`src/rtl/memory_arbiter_pkg.sv`:
```
// Shared types for the two-port cache refill arbiter.
package memory_arbiter_pkg;

  // Arbiter FSM: idle, or holding the memory port for one requester.
  typedef enum logic [1:0] {
    ARB_IDLE,
    ARB_GRANT_I,
    ARB_GRANT_D
  } arb_state_t;

  // Identifies a requester; also used to remember the last winner.
  typedef enum logic {
    REQ_I,
    REQ_D
  } arb_req_t;

endpackage

```
`src/rtl/memory_arbiter_if.sv`:
```
// Cache-line memory bundle shared by the cache controllers and backing memory.
// Handshake: a master raises valid with addr/write/wr_data and holds them
// stable until the cycle where valid && ready; ready is a one-cycle
// completion pulse and rd_data is meaningful only in a read's completion cycle.
interface memory_interface #(
  parameter int ADDR_SIZE       = 32,
  parameter int CACHE_LINE_SIZE = 256
);
  logic [ADDR_SIZE-1:0]       addr;
  logic [CACHE_LINE_SIZE-1:0] rd_data;
  logic [CACHE_LINE_SIZE-1:0] wr_data;
  logic                       write;
  logic                       valid;
  logic                       ready;

  modport master (output addr, wr_data, write, valid, input rd_data, ready);
  modport slave  (input addr, wr_data, write, valid, output rd_data, ready);
endinterface

```
`src/rtl/memory_arbiter_rr_pick2.sv`:
```
// Combinational 2-way round-robin pick. req_i[0] is the I port, req_i[1] the
// D port; on a tie the port not named by last_i wins.
module rr_pick2
  import memory_arbiter_pkg::*;
(
  input  logic [1:0] req_i,
  input  arb_req_t   last_i,
  output logic       gnt_valid_o,
  output arb_req_t   gnt_o
);

  // Pick the single requester, or alternate against last_i on a tie.
  always_comb begin
    gnt_valid_o = |req_i;
    gnt_o       = REQ_I;
    case (req_i)
      2'b01:   gnt_o = REQ_I;
      2'b10:   gnt_o = REQ_D;
      2'b11:   gnt_o = (last_i == REQ_I) ? REQ_D : REQ_I;
      default: gnt_o = REQ_I;
    endcase
  end

endmodule

```
`src/rtl/memory_arbiter.sv`:
```
// Shares one backing-memory port between the icache and dcache refill ports.
// Grants are registered and held for exactly one transaction; after each
// completion the arbiter spends one cycle in ARB_IDLE so the mux select never
// switches while a grant is live. Requests, addresses and data pass unmodified.
module memory_arbiter
  import memory_arbiter_pkg::*;
(
  input  logic           clk_i,
  input  logic           reset_i,
  memory_interface.slave  icache_mem,
  memory_interface.slave  dcache_mem,
  memory_interface.master mem,
  output arb_state_t     state_o,
  output arb_req_t       last_grant_o
);

  arb_state_t state, state_nx;
  arb_req_t   last_grant, last_grant_nx;
  logic       gnt_valid;
  arb_req_t   gnt;

  rr_pick2 u_pick (
    .req_i       ({dcache_mem.valid, icache_mem.valid}),
    .last_i      (last_grant),
    .gnt_valid_o (gnt_valid),
    .gnt_o       (gnt)
  );

  // State and round-robin pointer registers; reset forces idle with I as last.
  always_ff @(posedge clk_i) begin
    if (reset_i) begin
      state      <= ARB_IDLE;
      last_grant <= REQ_I;
    end else begin
      state      <= state_nx;
      last_grant <= last_grant_nx;
    end
  end

  // Next-state: grant from idle, return to idle once the granted port completes.
  always_comb begin
    state_nx      = state;
    last_grant_nx = last_grant;
    case (state)
      ARB_IDLE: begin
        if (gnt_valid) begin
          state_nx      = (gnt == REQ_I) ? ARB_GRANT_I : ARB_GRANT_D;
          last_grant_nx = gnt;
        end
      end
      ARB_GRANT_I: if (icache_mem.valid && mem.ready) state_nx = ARB_IDLE;
      ARB_GRANT_D: if (dcache_mem.valid && mem.ready) state_nx = ARB_IDLE;
      default:     state_nx = ARB_IDLE;
    endcase
  end

  // Forwarding mux: only the granted port reaches memory; idle drives zeros
  // and swallows any stray mem.ready.
  always_comb begin
    mem.valid        = 1'b0;
    mem.write        = 1'b0;
    mem.addr         = '0;
    mem.wr_data      = '0;
    icache_mem.ready = 1'b0;
    dcache_mem.ready = 1'b0;
    case (state)
      ARB_GRANT_I: begin
        mem.valid        = icache_mem.valid;
        mem.write        = icache_mem.write;
        mem.addr         = icache_mem.addr;
        mem.wr_data      = icache_mem.wr_data;
        icache_mem.ready = mem.ready;
      end
      ARB_GRANT_D: begin
        mem.valid        = dcache_mem.valid;
        mem.write        = dcache_mem.write;
        mem.addr         = dcache_mem.addr;
        mem.wr_data      = dcache_mem.wr_data;
        dcache_mem.ready = mem.ready;
      end
      default: ;
    endcase
  end

  // Read data fans out to both ports; per-port ready qualifies it.
  assign icache_mem.rd_data = mem.rd_data;
  assign dcache_mem.rd_data = mem.rd_data;

  assign state_o      = state;
  assign last_grant_o = last_grant;

endmodule

```
`src/flat_wrapper.sv`:
```
// flat-port wrapper written by rule: the top's interface ports become plain ports
module memory_arbiter_flat import memory_arbiter_pkg::*;
  (clk_i, reset_i, state_o, last_grant_o, icache_mem_addr, icache_mem_wr_data, icache_mem_write, icache_mem_valid, icache_mem_rd_data, icache_mem_ready, dcache_mem_addr, dcache_mem_wr_data, dcache_mem_write, dcache_mem_valid, dcache_mem_rd_data, dcache_mem_ready, mem_addr, mem_wr_data, mem_write, mem_valid, mem_rd_data, mem_ready);
  memory_interface #(.ADDR_SIZE((32)), .CACHE_LINE_SIZE((256))) icache_mem_i ();
  memory_interface #(.ADDR_SIZE((32)), .CACHE_LINE_SIZE((256))) dcache_mem_i ();
  memory_interface #(.ADDR_SIZE((32)), .CACHE_LINE_SIZE((256))) mem_i ();
  input  logic clk_i;
  input  logic reset_i;
  output arb_state_t state_o;
  output arb_req_t last_grant_o;
  input wire logic [$bits(icache_mem_i.addr)-1:0] icache_mem_addr;
  input wire logic [$bits(icache_mem_i.wr_data)-1:0] icache_mem_wr_data;
  input wire logic [$bits(icache_mem_i.write)-1:0] icache_mem_write;
  input wire logic [$bits(icache_mem_i.valid)-1:0] icache_mem_valid;
  output wire logic [$bits(icache_mem_i.rd_data)-1:0] icache_mem_rd_data;
  output wire logic [$bits(icache_mem_i.ready)-1:0] icache_mem_ready;
  input wire logic [$bits(dcache_mem_i.addr)-1:0] dcache_mem_addr;
  input wire logic [$bits(dcache_mem_i.wr_data)-1:0] dcache_mem_wr_data;
  input wire logic [$bits(dcache_mem_i.write)-1:0] dcache_mem_write;
  input wire logic [$bits(dcache_mem_i.valid)-1:0] dcache_mem_valid;
  output wire logic [$bits(dcache_mem_i.rd_data)-1:0] dcache_mem_rd_data;
  output wire logic [$bits(dcache_mem_i.ready)-1:0] dcache_mem_ready;
  output wire logic [$bits(mem_i.addr)-1:0] mem_addr;
  output wire logic [$bits(mem_i.wr_data)-1:0] mem_wr_data;
  output wire logic [$bits(mem_i.write)-1:0] mem_write;
  output wire logic [$bits(mem_i.valid)-1:0] mem_valid;
  input wire logic [$bits(mem_i.rd_data)-1:0] mem_rd_data;
  input wire logic [$bits(mem_i.ready)-1:0] mem_ready;
  assign icache_mem_i.addr = icache_mem_addr;
  assign icache_mem_i.wr_data = icache_mem_wr_data;
  assign icache_mem_i.write = icache_mem_write;
  assign icache_mem_i.valid = icache_mem_valid;
  assign icache_mem_rd_data = icache_mem_i.rd_data;
  assign icache_mem_ready = icache_mem_i.ready;
  assign dcache_mem_i.addr = dcache_mem_addr;
  assign dcache_mem_i.wr_data = dcache_mem_wr_data;
  assign dcache_mem_i.write = dcache_mem_write;
  assign dcache_mem_i.valid = dcache_mem_valid;
  assign dcache_mem_rd_data = dcache_mem_i.rd_data;
  assign dcache_mem_ready = dcache_mem_i.ready;
  assign mem_addr = mem_i.addr;
  assign mem_wr_data = mem_i.wr_data;
  assign mem_write = mem_i.write;
  assign mem_valid = mem_i.valid;
  assign mem_i.rd_data = mem_rd_data;
  assign mem_i.ready = mem_ready;
  memory_arbiter u_core (.clk_i(clk_i), .reset_i(reset_i), .icache_mem(icache_mem_i), .dcache_mem(dcache_mem_i), .mem(mem_i), .state_o(state_o), .last_grant_o(last_grant_o));
endmodule
```
`config.mk`:
```
export PLATFORM = sky130hd
export DESIGN_NAME = memory_arbiter_flat
export DESIGN_NICKNAME = d
export VERILOG_FILES = /design/src/rtl/memory_arbiter_pkg.sv /design/src/rtl/memory_arbiter_if.sv /design/src/rtl/memory_arbiter_rr_pick2.sv /design/src/rtl/memory_arbiter.sv /design/src/flat_wrapper.sv
export SDC_FILE = /design/constraint.sdc
export NUM_CORES = 1
export LEC_CHECK = 0
export ABC_AREA = 0
export CAP_MARGIN = 20
export CORE_AREA = 2 2 639 641
export CTS_BUF_LIST = sky130_fd_sc_hd__clkbuf_8
export CTS_CLUSTER_DIAMETER = 80
export DETAILED_ROUTE_END_ITERATION = 7
export DIE_AREA = 0 0 641 643
export GPL_TIMING_DRIVEN = 0
export PLACE_DENSITY = 0.3
export SLEW_MARGIN = 5
export SYNTH_ARGS = -nofsm -noshare
export SYNTH_HDL_FRONTEND = slang
export SYNTH_HIERARCHICAL = 1
export SYNTH_SLANG_ARGS = --single-unit
```
`constraint.sdc`:
```
create_clock -name clk_i -period 2.08 [get_ports clk_i]
set_input_delay 0.416 -clock clk_i [delete_from_list [all_inputs] [get_ports clk_i]]
set_output_delay 0.416 -clock clk_i [all_outputs]
set_load 0.005 [all_outputs]
```
### Word-level counts from Yosys, hierarchy flattened

Cells that the tools add are included.

* output and inout bits: 807
* bits in registers: 3

* multiplexer cells: 13
* equality and inequality tests: 7
* reduce and logical (&&, ||, !) cells: 6

Operators with widths (count)
* one-hot mux 256 bit (2 select lines): 1
* one-hot mux 32 bit (2 select lines): 1
* two-way mux 2 bit: 4
* == test 2 bit, second input constant: 3
* inequality test 2 x 1 -> 1 bit, second input constant: 3
* one-hot mux 1 bit (2 select lines): 3
* one-hot mux 2 bit (3 select lines): 1
* two-way mux 1 bit: 3
* AND reduction 3 bit: 1
* == test 2 x 1 -> 1 bit, second input constant: 1
* logical AND 1 bit: 2
* zero test 2 bit: 1
* AND reduction 2 bit: 1
* OR reduction 2 bit: 1

### Logic depth before layout (Yosys ltp)

* word-level depth: 5
* gate-level depth with buffers: 7
* depth with buffers taken out: 5

### Modules after synthesis

The synthesis kept the hierarchy.

By module, submodules not included
* memory_arbiter: times used 1, cells an instance 1213, area each 8535.7 µm²
* rr_pick2: times used 1, cells an instance 2, area each 13.8 µm²

### Worst setup path before layout

OpenSTA, ideal clock, no wires.

* kind: reg2out
* from: reg u_core.state[0] (netlist: u_core/state_o[0])
* to: out mem_addr[0]
* arrival time: 1.335 ns
* required time: 1.664 ns
* slack: 0.329 ns
* cell stages (with the launch flop): 7
* cells stage by stage: dfxtp_1 -> inv_1 -> ha_1 -> buf_2 -> buf_2 -> buf_2 -> nor2b_1

* longest elaborated chain between the ends: 2

Ends and longest elaborated chain
* start: declaration: RTL line memory_arbiter.sv:17 `arb_state_t state, state_nx;`
* start signal: assignment: RTL line memory_arbiter.sv:35 `state <= state_nx;`
* == test 2 bit / == test 2 x 1 -> 1 bit (equally long branches): RTL line memory_arbiter.sv:66 `case (state)`
* one-hot mux 32 bit (2 select lines) (*): RTL line memory_arbiter.sv:66
* end: declaration: RTL line flat_wrapper.sv:23 `output wire logic [$bits(mem_i.addr)-1:0] mem_addr;`

Every way passes the cells marked *; elsewhere a longest branch is shown, timed or not.

### Worst setup path in the final report

* from: reg u_core.state[1] (netlist: u_core/state_o[1])
* to: out mem_wr_data[191]

* longest elaborated chain between the ends: 2

Ends and longest elaborated chain
* == test 2 bit / == test 2 x 1 -> 1 bit (equally long branches): RTL line memory_arbiter.sv:66
* one-hot mux 256 bit (2 select lines) (*): RTL line memory_arbiter.sv:66
* end: declaration: RTL line flat_wrapper.sv:24 `output wire logic [$bits(mem_i.wr_data)-1:0] mem_wr_data;`

Marked as above.

==> impl_table.tex <==
\begin{tabular}{lr}
\hline
Metric & Value \\
\hline
\multicolumn{2}{l}{\textbf{Status}} \\
Run status & finished with violations \\
Failing checks & setup timing \\
\multicolumn{2}{l}{\textbf{Place}} \\
Sum of net half-perimeters after detailed placement & 295000 um \\
Number of buffers inserted by port buffering & roughly 1400 \\
Routability-driven placement congestion ratio & between 0.9 and 1 \\
\multicolumn{2}{l}{\textbf{Power and ir drop}} \\
Share of total power in combinational logic & between 90 and 100\% \\
Internal power & approximately 7300 uW \\
Leakage & 0.0119 uW \\
Highest ir drop seen on vdd & $\sim$0.15 mV \\
Cell area power density & roughly 360 nW/um2 \\
Overall power consumption & 12900 uW \\
Psw & between 5000 and 6000 uW \\
Fraction of power spent switching nets & a little over two fifths \\
Fraction of power consumed by the clock network & about 1.3\% \\
Sequential share of power & 0.6\% \\
\multicolumn{2}{l}{\textbf{GRT}} \\
Global routing met2 resource utilization & 24.6\% \\
Global-route track usage on met1 & approximately 15\% \\
Maximum number of pins on one net before global-route repair & 11 \\
Layer with the highest usage & met2 \\
Via count of the first global-routing pass & roughly 17000 \\
Initial antenna violation count & 343 \\
Grt ovf & 0 \\
Global-route wire length before repair & roughly 350000 um \\
Global routing usage summed across all routing layers & between 10\% and 20\% \\
Global Route met3 Usage & approximately 9.6\% \\
\multicolumn{2}{l}{\textbf{Clocking}} \\
Clock Sink Count & 3 \\
Later-pin clock latency in the skew report & between 0.2 and 0.25 ns \\
Total CTS buffers & 3 \\
CTS max path bufs & 2 \\
\# H-tree levels & 1 \\
Clock Tree Root & clkbuf\_8 \\
Clock tree from TritonCTS & built \\
Hold buffer count at cts & 0 \\
Clock-pin slew on the worst setup and hold paths & about 0.030 ns \\
\multicolumn{2}{l}{\textbf{STA}} \\
Achievable clock frequency & roughly 0.38 GHz \\
Worst slew pin tran & 0.663 ns \\
Total negative setup slack & -105.10 ns \\
Least setup slack across all paths after layout & -0.552 ns \\
Headroom to the max-slew limit & 55.6\% \\
Worst clock skew on the final layout & $\sim$0.0021 ns \\
Final Hold Violating Endpoints & 0 \\
Setup Viol. Count Final & 292 \\
Pins Over Slew Limit & 0 \\
Setup repair after global routing missed its margin & yes \\
Portion of the clock cycle consumed by the worst path in the final layout & 127\% \\
Final worst path period need & approximately 2.6 ns \\
\multicolumn{2}{l}{\textbf{Layout}} \\
Final net count & approximately 3700 \\
FF+latch area & 67.6 um2 \\
Synthesis-to-layout area growth & 319\% \\
Fill cell instance count of the final layout & around 47000 \\
Area of the multi-input gates & roughly 6500 um2 \\
Share of layout cells above drive strength 1 & a little under three fifths \\
\multicolumn{2}{l}{\textbf{Min path}} \\
Instance count along the most critical hold path & 2 \\
Startpoint of the worst hold path & u\_core/last\_grant\_o \\
Worst min-delay path endpoint & u\_core/last\_grant\_o \\
Worst hold path class & reg2reg \\
\multicolumn{2}{l}{\textbf{Yosys}} \\
Number of warnings reported in the yosys synthesis log & 6 \\
Synthesized net count & 2057 \\
Sequential element share of the synthesized area & less than 1\% \\
Gate count after technology mapping & around 1200 \\
Top FF cell, synth & dfxtp\_1 \\
Count of state elements after synthesis & 3 \\
Post-synth top area share & around 46\% \\
Count of flip-flops with a built-in enable after synthesis & 0 \\
Share of synthesized flip-flops with an asynchronous set or reset & 0\% \\
Post-synthesis cell type count & 21 \\
Largest area contributor in the synthesized netlist & buf\_4 \\
Post-Synthesis Cell Area & 8550 um2 \\
Main area contributors after synthesis & buf\_4, a22oi\_1, nor2b\_1, buf\_2, clkbuf\_1 \\
Syn\_area\_per\_cell & between 7 and 8 um2 \\
\multicolumn{2}{l}{\textbf{Critical path}} \\
Reg2Reg Depth & 10 \\
Crit end category & output pin \\
Setup slack of the worst register-to-register path & $\sim$0.080 ns \\
Type of element launching the critical path & flip-flop \\
CP required & roughly 1.7 ns \\
Critical path peak fanout & 6 \\
Arrival time worst endpoint & 2.22 ns \\
Start of the worst register-to-register path & u\_core/state\_o[1] \\
Capture instance of the worst register-to-register path & u\_core/state\_o[1] \\
CP Class & reg2out \\
\multicolumn{2}{l}{\textbf{Route}} \\
Wire length after detailed routing & 314000 um \\
Wire length per cell & about 38 um \\
Number of routed nets with antenna violations & 0 \\
Total DRC errors in the routed layout & 0 \\
DRC marker count from the first detailed-route iteration & $\sim$870 \\
Routed vias/inst & $\sim$2.1 \\
TritonRoute pass-1 iters & 5 \\
Vias post-DR & 17287 \\
\multicolumn{2}{l}{\textbf{Floorplanning}} \\
Placement row count & $\sim$230 \\
DIE AREA & 412000 um2 \\
Vert. Die Dim & roughly 640 um \\
Horiz. Die Dim & between 600 and 700 um \\
Total core area & between 400000 and 500000 um2 \\
Effective utilization at floorplan & between 2 and 2.5\% \\
Ports placed on the boundary & $\sim$1600 \\
\multicolumn{2}{l}{\textbf{Run}} \\
Max-cap violations & 0 \\
\hline
\end{tabular}
-- cells in the final DEF, fill, tap and decap left out, types with 65 or more instances in the layout --
cell and count:
clkdlybuf4s50_1 1097, buf_4 607, a22oi_2 280, buf_6 201, nor2b_1 132, nor2b_4 105, buf_12 94, buf_2 90
diode_2 76, buf_8 65
-- repair_timing --
action                     4_1_cts  5_1_grt
setup endpoints to repair      292      294
pin swaps                       93      111
gates resized for setup       2379      422
setup buffers                  133       85
gates cloned                    24       11
-- cells in the mapped netlist, drive strengths merged (2+ instances only) --
cell type and n:
a22oi 290, and2 2, buf 588, clkbuf 22
dfxtp 3, ha 3, inv 3, nand2 4
nor2b 290, o32ai 2, or2 2
-- per-stage QoR --
stage / hold slack [ns] / std cells / utilization, % / area (um2) / setup slack (ns)
2_1_floorplan: 0.459 / 1215 / - / 8550 / 0.329
3_3_place_gp: 0.503 / 8032 / 7.22 / 29200 / -3.07
3_5_place_dp: 0.491 / 8034 / 7.23 / 29300 / -2.63
4_1_cts: 0.494 / 8193 / 8.39 / 34000 / -0.745
5_1_grt: 0.532 / 8283 / 8.82 / 35700 / -0.574
6_report: 0.495 / 8321 / 8.84 / 35800 / -0.552
-- critical path, cell delays in order, from the launching register on --
cell	delay, ns
dfxtp_4	0.36
inv_4	0.05
ha_4	0.17
buf_16	0.16
buf_16	0.15
buf_12	0.13
buf_12	0.13
buf_8	0.12
a22oi_2	0.41
nor2b_1	0.12
buf_2	0.15
-- how the worst max path moves through the flow --
| stage | from | endpoint | slack, ns | cells past startpoint |
|---|---|---|---|---|
| after floorplan | u_core/state_o[0] | mem_addr[0] | 0.33 | 6 |
| after global placement | u_core/state_o[0] | mem_wr_data[109] | -3.07 | 6 |
| after detailed placement | u_core/state_o[1] | mem_wr_data[249] | -2.63 | 7 |
| after CTS | u_core/state_o[1] | mem_wr_data[191] | -0.75 | 11 |
| after global routing | u_core/state_o[1] | mem_wr_data[202] | -0.57 | 10 |
| final | u_core/state_o[1] | mem_wr_data[191] | -0.55 | 10 |
-- kinds of logic after synthesis --
group / Yosys count / synth area share [%]
buffers and inverters: 613 / 51.0
DFF: 3 / 0.703
and+or+nand+nor: 300 / 21.8
adders and majority gates: 3 / 0.439
AOI/OAI and AO/OA: 296 / 26.1
-- sequential cells by signal, indices dropped and copies added, names as in the netlist --
name and flops:
u_core/last_grant_o 1, u_core/state_o 2
-- power by group through the flow --
stage | clock (uW) | combinational (uW) | sequential [uW]
after floorplan | 0 | 2640 | 72.2
after global placement | 0 | 8510 | 72.6
after detailed placement | 0 | 8550 | 72.8
after CTS | 168 | 12100 | 77.8
after global routing | 174 | 13400 | 79.9
final | 163 | 12700 | 78.8
-- metal layers --
layer | vias up | share of wire, % | wire [um]
li1 | 6968 | - | -
met1 | 8035 | 36 | 113000
met2 | 1554 | 46 | 146000
met3 | 592 | 15 | 46800
met4 | 138 | 2.6 | 8190
met5 | - | 0.29 | 909
-- layout make-up --
cell class	count	share of cell area [%]
Multi-Input combinational cell	599	18.1
Antenna cell	76	0.531
Clock buffer	3	0.115
Inverter	3	0.0524
Buffer	580	14.2
Tap cell	5428	19.0
Clock inverter	1	0.0105
Timing Repair Buffer	1628	47.8
Sequential cell	3	0.189
Power figures use the tool's default switching activity.
